<file path="src/rtl/mac_array_seq.sv">
// mac_array_seq: per-job sequencer for the mac_tile array (reset, kernel load/flush, execute, drain).
// Latency: outputs are registered decodes of the state register; inst_w trails l0_rd by one cycle.
// Backpressure: none; start is only sampled in IDLE and requests arriving while busy are dropped.
// Ports: clk/reset (sync, active-low), start/mode/skip_kload/num_vec job request,
//        busy/done status, ctrl/array_rst/inst_w/l0_rd to the array and L0, psum_valid south-edge strobe.
module mac_array_seq #(
    parameter int COL    = 8,
    parameter int ROW    = 8,
    parameter int LEN_BW = 8
) (
    input  logic              clk,
    input  logic              reset,
    input  logic              start,
    input  logic              mode,
    input  logic              skip_kload,
    input  logic [LEN_BW-1:0] num_vec,
    output logic              busy,
    output logic              done,
    output logic              ctrl,
    output logic              array_rst,
    output logic [1:0]        inst_w,
    output logic              l0_rd,
    output logic              psum_valid
);
    localparam int DLY = ROW + COL - 1;
    localparam int DW  = $clog2(ROW + COL + 1);
    localparam int CW  = (LEN_BW > DW) ? LEN_BW : DW;

    localparam logic [CW-1:0] COL_M1   = CW'(COL - 1);
    localparam logic [CW-1:0] DRAIN_M1 = CW'(ROW + COL - 1);

    typedef enum logic [2:0] {
        S_IDLE, S_ARST, S_KLOAD, S_KFLUSH, S_EXEC, S_DRAIN, S_DONE
    } state_t;

    state_t            state_q, state_d;
    logic [CW-1:0]     cnt_q, cnt_d;
    logic [LEN_BW-1:0] num_q, num_d;
    logic              ctrl_q, ctrl_d;
    logic              wt_valid_q, wt_valid_d;
    logic              wt_mode_q, wt_mode_d;
    logic [1:0]        phase_q, phase_d;
    logic [1:0]        inst_w_q, inst_w_d;
    logic              l0_rd_q, l0_rd_d;
    logic              array_rst_q, array_rst_d;
    logic              busy_q, busy_d;
    logic              done_q, done_d;
    logic [DLY-1:0]    dly_q, dly_d;

    // Counter holds remaining cycles minus one in the current state; a state
    // is left when it reads zero, so a count of N is loaded as N-1 (no wrap).
    always_comb begin
        state_d    = state_q;
        cnt_d      = cnt_q;
        num_d      = num_q;
        ctrl_d     = ctrl_q;
        wt_valid_d = wt_valid_q;
        wt_mode_d  = wt_mode_q;
        case (state_q)
            S_IDLE: begin
                if (start) begin
                    if (num_vec == '0) begin
                        state_d = S_DONE;
                    end else begin
                        ctrl_d = mode;
                        num_d  = num_vec;
                        if (skip_kload && wt_valid_q && (mode == wt_mode_q)) begin
                            state_d = S_EXEC;
                            cnt_d   = CW'(num_vec) - CW'(1);
                        end else begin
                            state_d = S_ARST;
                        end
                    end
                end
            end
            S_ARST: begin
                // Tiles lose their captured weights here, so the resident kernel is gone.
                wt_valid_d = 1'b0;
                state_d    = S_KLOAD;
                cnt_d      = COL_M1;
            end
            S_KLOAD: begin
                if (cnt_q == '0) begin
                    state_d    = S_KFLUSH;
                    cnt_d      = COL_M1;
                    wt_valid_d = 1'b1;
                    wt_mode_d  = ctrl_q;
                end else begin
                    cnt_d = cnt_q - CW'(1);
                end
            end
            S_KFLUSH: begin
                if (cnt_q == '0) begin
                    state_d = S_EXEC;
                    cnt_d   = CW'(num_q) - CW'(1);
                end else begin
                    cnt_d = cnt_q - CW'(1);
                end
            end
            S_EXEC: begin
                if (cnt_q == '0) begin
                    state_d = S_DRAIN;
                    cnt_d   = DRAIN_M1;
                end else begin
                    cnt_d = cnt_q - CW'(1);
                end
            end
            S_DRAIN: begin
                if (cnt_q == '0) begin
                    state_d = S_DONE;
                end else begin
                    cnt_d = cnt_q - CW'(1);
                end
            end
            S_DONE:  state_d = S_IDLE;
            default: state_d = S_IDLE;
        endcase
    end

    // Registered output decodes. inst_w takes one extra stage so it lines up
    // with L0 data, which appears one cycle after the read strobe.
    always_comb begin
        array_rst_d = (state_q == S_ARST);
        l0_rd_d     = (state_q == S_KLOAD) || (state_q == S_EXEC);
        phase_d     = (state_q == S_KLOAD) ? 2'b01 :
                      (state_q == S_EXEC)  ? 2'b10 : 2'b00;
        inst_w_d    = phase_q;
        busy_d      = (state_q != S_IDLE);
        done_d      = (state_q == S_DONE);
        dly_d       = {dly_q[DLY-2:0], inst_w_q[1]};
    end

    always_ff @(posedge clk) begin
        if (!reset) begin
            state_q     <= S_IDLE;
            cnt_q       <= '0;
            num_q       <= '0;
            ctrl_q      <= 1'b0;
            wt_valid_q  <= 1'b0;
            wt_mode_q   <= 1'b0;
            phase_q     <= 2'b00;
            inst_w_q    <= 2'b00;
            l0_rd_q     <= 1'b0;
            array_rst_q <= 1'b1;
            busy_q      <= 1'b0;
            done_q      <= 1'b0;
            dly_q       <= '0;
        end else begin
            state_q     <= state_d;
            cnt_q       <= cnt_d;
            num_q       <= num_d;
            ctrl_q      <= ctrl_d;
            wt_valid_q  <= wt_valid_d;
            wt_mode_q   <= wt_mode_d;
            phase_q     <= phase_d;
            inst_w_q    <= inst_w_d;
            l0_rd_q     <= l0_rd_d;
            array_rst_q <= array_rst_d;
            busy_q      <= busy_d;
            done_q      <= done_d;
            dly_q       <= dly_d;
        end
    end

    assign busy       = busy_q;
    assign done       = done_q;
    assign ctrl       = ctrl_q;
    assign array_rst  = array_rst_q;
    assign inst_w     = inst_w_q;
    assign l0_rd      = l0_rd_q;
    assign psum_valid = dly_q[DLY-1];

endmodule

</file>
<file path="config.mk">
export PLATFORM = sky130hd
export DESIGN_NAME = mac_array_seq
export DESIGN_NICKNAME = d
export VERILOG_FILES = /design/src/rtl/mac_array_seq.sv
export SDC_FILE = /design/constraint.sdc
export NUM_CORES = 1
export LEC_CHECK = 0
export BUFFER_PORTS_ARGS = -buffer_cell sky130_fd_sc_hd__buf_2
export CAP_MARGIN = 20
export CORE_MARGIN = 2
export CORE_UTILIZATION = 52
export CTS_BUF_LIST = sky130_fd_sc_hd__clkbuf_4 sky130_fd_sc_hd__clkbuf_8 sky130_fd_sc_hd__clkbuf_16
export DETAILED_ROUTE_END_ITERATION = 8
export PLACE_DENSITY_LB_ADDON = 0.15
export SLEW_MARGIN = 10
export SYNTH_ARGS = -nofsm -noshare
export SYNTH_HDL_FRONTEND = slang
export SYNTH_SLANG_ARGS = --single-unit
</file>
<file path="constraint.sdc">
create_clock -name clk -period 1.8 [get_ports clk]
set_input_delay 0.09 -clock clk [delete_from_list [all_inputs] [get_ports clk]]
set_output_delay 0.09 -clock clk [all_outputs]
set_load 0.01 [all_outputs]
</file>
==> metrics.yaml, run 1 <==
status:
  status: "complete, no violations"
finish:
  nets: 295
  layout-drive-gt1-share: 0.296
  stdcell_area_um2: 2700
  n_antenna_cell: 0
  fin_cells: 327
  areaGrowthSynthToFinish_pct: 22.2
floorplan:
  row_count: 23
  dieArea_um2: 4790
  core_um2: 4060
  initial_core_util: 0.545
  num_io_pins: 21
  dieHeight_um: 69.2
  dieWidth_um: 69.2
power_and_ir_drop:
  swShare: 0.389
  p_int_uw: 2400
  ir_worst_vdd_v: 0.000757
  p_leak_uw: 0.00113
  p_total_uw: 3930
  clock_power_share: 0.162
  combPwrFrac: 0.506
  power_frac_seq: 0.332
  powerDensity_nw_per_um2: 1460
  power.switching_uw: 1530
worst_setup_path:
  cp.required_ns: 1.99
  crit_chain: "buf_4 > or3_1 > a31o_1 > and3_4 > a32o_1"
  crit_slowest_cell: "or3_1"
  worst-path-buf-inv: 1
  critPathArrivalTime_ns: 1.92
  worstSetupEndpointType: "flip-flop"
  critPathKind: "flip-flop to flip-flop"
  cp-start-kind: "flip-flop"
  critPathTopFamily: "simple AND/OR/NAND/NOR gates"
  critPathMaxFanout: 8
  cpPeakStageDelay_ns: 0.40
timing:
  skew_ns: 0.00511
  finalCritPeriodShare: 0.964
  finalMaxSlewViolations: 0
  fmax_mhz: 576
  tns_ns: 0
  rsz0062_at_grt: "true"
  setup_violations: 0
  fin_crit_ns: 1.74
  worst_pin_slew_ns: 0.406
  hold_violations: 0
  slew_headroom: 0.728
  whs_ns: 0.0980
place:
  place_area_um2: 2520
  dp_cells: 319
  io_buffers: 20
  place_congestion: 0.947
  post-dp-hpwl_um: 3420
synth:
  synth_seq_cells: 45
  synth_top_family_by_area: "simple AND/OR/NAND/NOR gates"
  synth_cell_types: 48
  synthTopCellsByArea: "dfxtp_1 41%, and2_1 5.9%, mux2i_1 4.5%"
  yosysMostFrequentCell: "dfxtp_1"
  yosys.area.top_type: "dfxtp_1"
  synth.avg_cell_area_um2: 9.37
  synth_compound_area_frac: 0.154
  muxShareOfSynthArea: 0.0453
  yosysTopAreaCellShare: 0.407
  ys_seq_area_frac: 0.407
  async_flop_share: 0
  syn_nets: 255
  synth_edf_count: 0
  yosysWarnings: 0
  synthCells: 236
  synthAdderAreaFrac: 0.0340
  synth_xor_area_frac: 0.0594
  netlist_area_um2: 2210
  synthFlopType: "dfxtp_1"
  synth_common_cells: "45 x dfxtp_1, 21 x and2_1, 16 x nor2_1"
  synth-simple-area-share: 0.265
routing:
  drcViolationCount: 0
  vias: 1773
  routedWlPerCell_um: 14.4
  antenna_left: 0
  wl_um: 4690
  avgViaCountPerCell: 5.42
  drt_iter0_drc: 119
  firstDrtPassIters: 4
grt:
  grt_max_degree: 37
  grt.total_usage: 0.206
  globalRouteOverflowTotal: 0
  grt_pass1_vias: 1637
  grt_pass1_wl_um: 7910
  antenna_found_initial: 0
flow_run:
  maxCapViolCount: 0
clock_tree:
  insertion_delay_ns: 0.29
  cts-buffers-inserted: 5
  clk_pin_slew_ns: 0.08
  root_buffer: "clkbuf_8"
  hold_buffers: 0
  clockBufferDepth: 2
  cts_tree: "done"
  clock-sinks: 45
  h-tree-depth: 2
hold_path:
  hold_class: "input port to flip-flop"
-- logic make-up (layout without fill, tap and decap cells) --
| family | Yosys count | count (layout) |
|---|---|---|
| and+or+nand+nor | 98 | 98 |
| AOI/OAI and AO/OA | 44 | 44 |
| adders and majority gates | 6 | 6 |
| buffers and inverters | 18 | 59 |
| xor gates and xnor gates | 15 | 15 |
| muxes | 10 | 10 |
| DFF | 45 | 45 |
-- sequential cells by signal, summed over array words and instances, names as in the netlist, 2 cells and up --
register  flops
cnt_q         8
inst_w        2
state_q       3
dly_q        15
inst_w_d      2
num_q         8
-- cells in the final DEF, fill, tap and decap left out, drive strengths merged, types with 2 or more instances in the layout --
master / netlist / final
clkinv: 0 / 2
a21boi: 2 / 2
nor4: 4 / 4
xor2: 6 / 6
nand2: 15 / 15
a21oi: 11 / 11
clkbuf: 7 / 6
nand3: 7 / 7
o221ai: 7 / 7
and3: 7 / 7
o21ai: 4 / 4
nor2b: 10 / 10
dfxtp: 45 / 45
buf: 3 / 43
xnor2: 9 / 9
ha: 6 / 6
a32o: 9 / 9
nand2b: 4 / 4
nor3: 8 / 8
mux2i: 10 / 10
inv: 8 / 8
nor2: 16 / 16
and2: 22 / 22
-- worst paths after layout --
path	start	end	slack, ns	cells after the start
worst max register to register	state_q[1]$_SDFFE_PN0P_	cnt_q[3]$_SDFFE_PN0P_	0.06	5
worst min-delay path	mode	ctrl$_SDFFE_PN0P_	0.1	3
worst min register to register	dly_q[11]$_SDFF_PN0_	dly_q[12]$_SDFF_PN0_	0.44	1
worst max-delay path	state_q[1]$_SDFFE_PN0P_	cnt_q[3]$_SDFFE_PN0P_	0.06	5
-- routing by layer --
| metal | share of wire | vias to the layer above | global-route usage |
|---|---|---|---|
| met3 | 0.036 | 6 | 0.0436 |
| met5 | 0 | - | 0 |
| met1 | 0.50 | 815 | 0.303 |
| met4 | 0.014 | 0 | 0.0784 |
| li1 | - | 919 | - |
| met2 | 0.45 | 33 | 0.294 |
-- stage by stage --
stage                      util  worst slack [ns]
after floorplan               -          -0.00929
after global placement    0.622            0.0286
after detailed placement  0.622          -0.00477
after CTS                 0.647            0.0305
after global routing      0.666          -0.00879
final                     0.666            0.0645
-- worst min-delay path, delay by kind of cell --
kind                   cells  cell delay, ns
AND/OR/NAND/NOR            1            0.10
buffers and inverters      1            0.10
multiplexers               1            0.07
-- timing repair --
item                       CTS  global route
setup endpoints to repair    4            12
gates cloned                 0             0
gates resized for setup      1            17
setup buffers                0             0
pin swaps                    0             3
-- cell type report --
type / instances / area [um2]
fill: 308 / 1360
inverter: 8 / 30.0
timing repair buffer: 43 / 277
tap: 50 / 62.6
multi-input combinational: 173 / 1330
clock buffer: 6 / 82.6
clock inverter: 2 / 13.8
sequential: 45 / 906
-- power by group through the flow --
stage	registers [uW]	clock network, uW	logic (uW)
floorplan	1310	0	1230
global placement	1310	0	1790
detailed placement	1320	0	1800
CTS	1290	657	1830
global route	1330	702	2180
finish	1310	636	1990
Note: power is estimated with default switching activity, not from simulation.
==> inputs of run 2 (changes only) <==
--- a/config.mk
+++ b/config.mk
@@ -11,6 +11,7 @@
 export CORE_UTILIZATION = 52
 export CTS_BUF_LIST = sky130_fd_sc_hd__clkbuf_4 sky130_fd_sc_hd__clkbuf_8 sky130_fd_sc_hd__clkbuf_16
 export DETAILED_ROUTE_END_ITERATION = 8
+export MAX_ROUTING_LAYER = met4
 export PLACE_DENSITY_LB_ADDON = 0.15
 export SLEW_MARGIN = 10
 export SYNTH_ARGS = -nofsm -noshare
==> run 2 against run 1 <==
Critical path depth up 3. Clock power increased by 21%. Sequential cell count is the same. Via count grew 3.9%. Clock skew grew 0.0021 ns. Register-to-register slack got worse by 0.04 ns. Non-clock buffer count up 3. Combinational power up 8%. Fmax decreased by 2.1%. Total power up 7.1%. Core utilization increased by 1.4 points. Critical endpoint is now cnt_q[0]$_SDFFE_PN0P_. Worst hold slack worse by 0.011 ns.
==> metrics.yaml, run 2 (synthesis results as in run 1) <==
status:
  status: "complete, no violations"
hold_path:
  hold_class: "input port to flip-flop"
  hold_depth: 3  # unchanged
grt:
  grt_pass1_vias: 1689  # +3.2%
  antenna_found_initial: 0  # unchanged
  globalRouteOverflowTotal: 0  # unchanged
  grt.total_usage: 0.206  # about the same
  grt_max_degree: 37  # unchanged
  grt_pass1_wl_um: 7740  # -2.2%
routing:
  antenna_left: 0  # unchanged
  vias: 1842  # +3.9%
  drt_iter0_drc: 192  # +61%
  avgViaCountPerCell: 5.58  # +2.9%
  firstDrtPassIters: 4  # unchanged
  routedWlPerCell_um: 15.2  # +5.8%
  drcViolationCount: 0  # unchanged
  wl_um: 5010  # +6.8%
clock_tree:
  cts-buffers-inserted: 5  # unchanged
  root_buffer: "clkbuf_8"
  clock-sinks: 45  # unchanged
  h-tree-depth: 2  # unchanged
  clockBufferDepth: 2  # unchanged
  clk_pin_slew_ns: 0.08  # about the same
  insertion_delay_ns: 0.30  # about the same
  cts_tree: "done"
finish:
  areaGrowthSynthToFinish_pct: 24.7
  stdcell_area_um2: 2760  # +2.0%
  multi_input_area_um2: 1350  # +1.3%
  final_common_cell: "dfxtp_1"
  fillers: 310  # +0.65%
  top_regs: "dly_q: 15 flops, cnt_q: 8 flops, num_q: 8 flops"
  regArea_um2: 906  # unchanged
  final_cell_mix: "41 x dfxtp_1, 26 x buf_4, 21 x and2_1"
  nets: 298  # +1.0%
  n_antenna_cell: 0  # unchanged
  regMostFlops: "dly_q"
  layout-drive-gt1-share: 0.300  # +0.00397
  largest_register_ffs: 15  # unchanged
timing:
  skew_ns: 0.00718  # +0.00208 ns
  setup_violations: 0  # unchanged
  slew_headroom: 0.719  # -0.00859
  fmax_mhz: 564  # -2.1%
  worst_pin_slew_ns: 0.420  # +0.0146 ns
  tns_ns: 0  # unchanged
  hold_violations: 0  # unchanged
  fin_crit_ns: 1.77  # +0.0374 ns
  finalMaxSlewViolations: 0  # unchanged
  finalCritPeriodShare: 0.985  # +0.0208
  rsz0062_at_grt: "true"
  layout_setup_ws_ns: 0.0271  # -0.0374 ns
power_and_ir_drop:
  p_leak_uw: 0.00116  # +2.4%
  powerDensity_nw_per_um2: 1530  # +4.9%
  ir_worst_vdd_v: 0.000801  # +5.8%
worst_setup_path:
  critPathArrivalTime_ns: 1.96  # +0.04 ns
  cp-start-kind: "flip-flop"
  worstSetupEndpointType: "flip-flop"
  ff2ff_path_depth: 8  # +3
  cp.required_ns: 1.99  # about the same
  critPathMaxFanout: 5  # -3
  critPathKind: "flip-flop to flip-flop"
floorplan:
  dieArea_um2: 4790  # unchanged
  row_count: 23  # unchanged
  core_um2: 4060  # unchanged
  dieHeight_um: 69.2  # unchanged
  dieWidth_um: 69.2  # unchanged
  initial_core_util: 0.545  # unchanged
  num_io_pins: 21  # unchanged
flow_run:
  maxCapViolCount: 0  # unchanged
place:
  io_buffers: 20  # unchanged
  post-dp-hpwl_um: 3500  # +2.3%
  place_congestion: 0.998  # +5.4%
  pre_cts_ws_ns: -0.00891  # -0.00414 ns
  place_area_um2: 2540  # +0.59%
run 2: cell count changes in the layout (fill, tap and decap cells not counted), sizes merged:
cell,change
buf,+3
bufinv,+1
clkinv,-1
run 2: routing by layer:
metal | track usage | vias to the layer above | part of all wire | routed length [um]
met2 | 0.311 | 52 | 0.47 | 2360
met5 | - | - | 0 | 0
met1 | 0.281 | 853 | 0.46 | 2320
met3 | 0.0392 | 10 | 0.051 | 256
met4 | 0.0610 | 0 | 0.015 | 76
li1 | - | 927 | - | -
run 2: final timing paths:
| path | start | endpoint | slack [ns] |
|---|---|---|---|
| worst max register to register | cnt_q[1]$_SDFFE_PN0P_ | cnt_q[0]$_SDFFE_PN0P_ | 0.03 |
| worst max-delay path | cnt_q[1]$_SDFFE_PN0P_ | cnt_q[0]$_SDFFE_PN0P_ | 0.03 |
| worst min-delay path | mode | ctrl$_SDFFE_PN0P_ | 0.09 |
| worst min register to register | dly_q[9]$_SDFF_PN0_ | dly_q[10]$_SDFF_PN0_ | 0.44 |
run 2: final cells by class:
cell class / count / share of cell area
Clock buffer: 6 / 0.0277
Sequential cell: 45 / 0.328
Tap cell: 50 / 0.0227
Inverter: 8 / 0.0109
Clock inverter: 2 / 0.0141
Multi-Input combinational cell: 173 / 0.489
Timing Repair Buffer: 46 / 0.107
run 2: metrics by stage:
| step | util | total power (uW) | std cells | hold WS (ns) |
|---|---|---|---|---|
| 5_1_grt | 0.680 | 4460 | 330 | 0.0949 |
| 2_1_floorplan | - | 2540 | 236 | 0.260 |
| 6_report | 0.680 | 4210 | 330 | 0.0871 |
| 4_1_cts | 0.656 | 3940 | 329 | 0.0887 |
| 3_3_place_gp | 0.626 | 3150 | 321 | 0.383 |
| 3_5_place_dp | 0.626 | 3150 | 321 | 0.397 |
run 2: where the power goes:
group	leakage [uW]	internal [uW]	switching (uW)
Sequential	0.000368	1160	148
Clock	0.0000588	432	340
Combinational	0.000728	987	1150
run 2: worst max-delay path: stages (launching register included):
cell      delay (ns)
dfxtp_2         0.34
inv_2           0.04
ha_4            0.16
nor4b_4         0.13
buf_4           0.16
and2_4          0.19
a21oi_1         0.21
o221ai_1        0.17
a32o_1          0.27
run 2: repair_timing:
action / in CTS / in global routing
resized for setup: 1 / 18
hold buffers: 0 / 0
setup buffers: 0 / 1
endpoints found under the setup margin: 4 / 11
pin swaps: 0 / 7
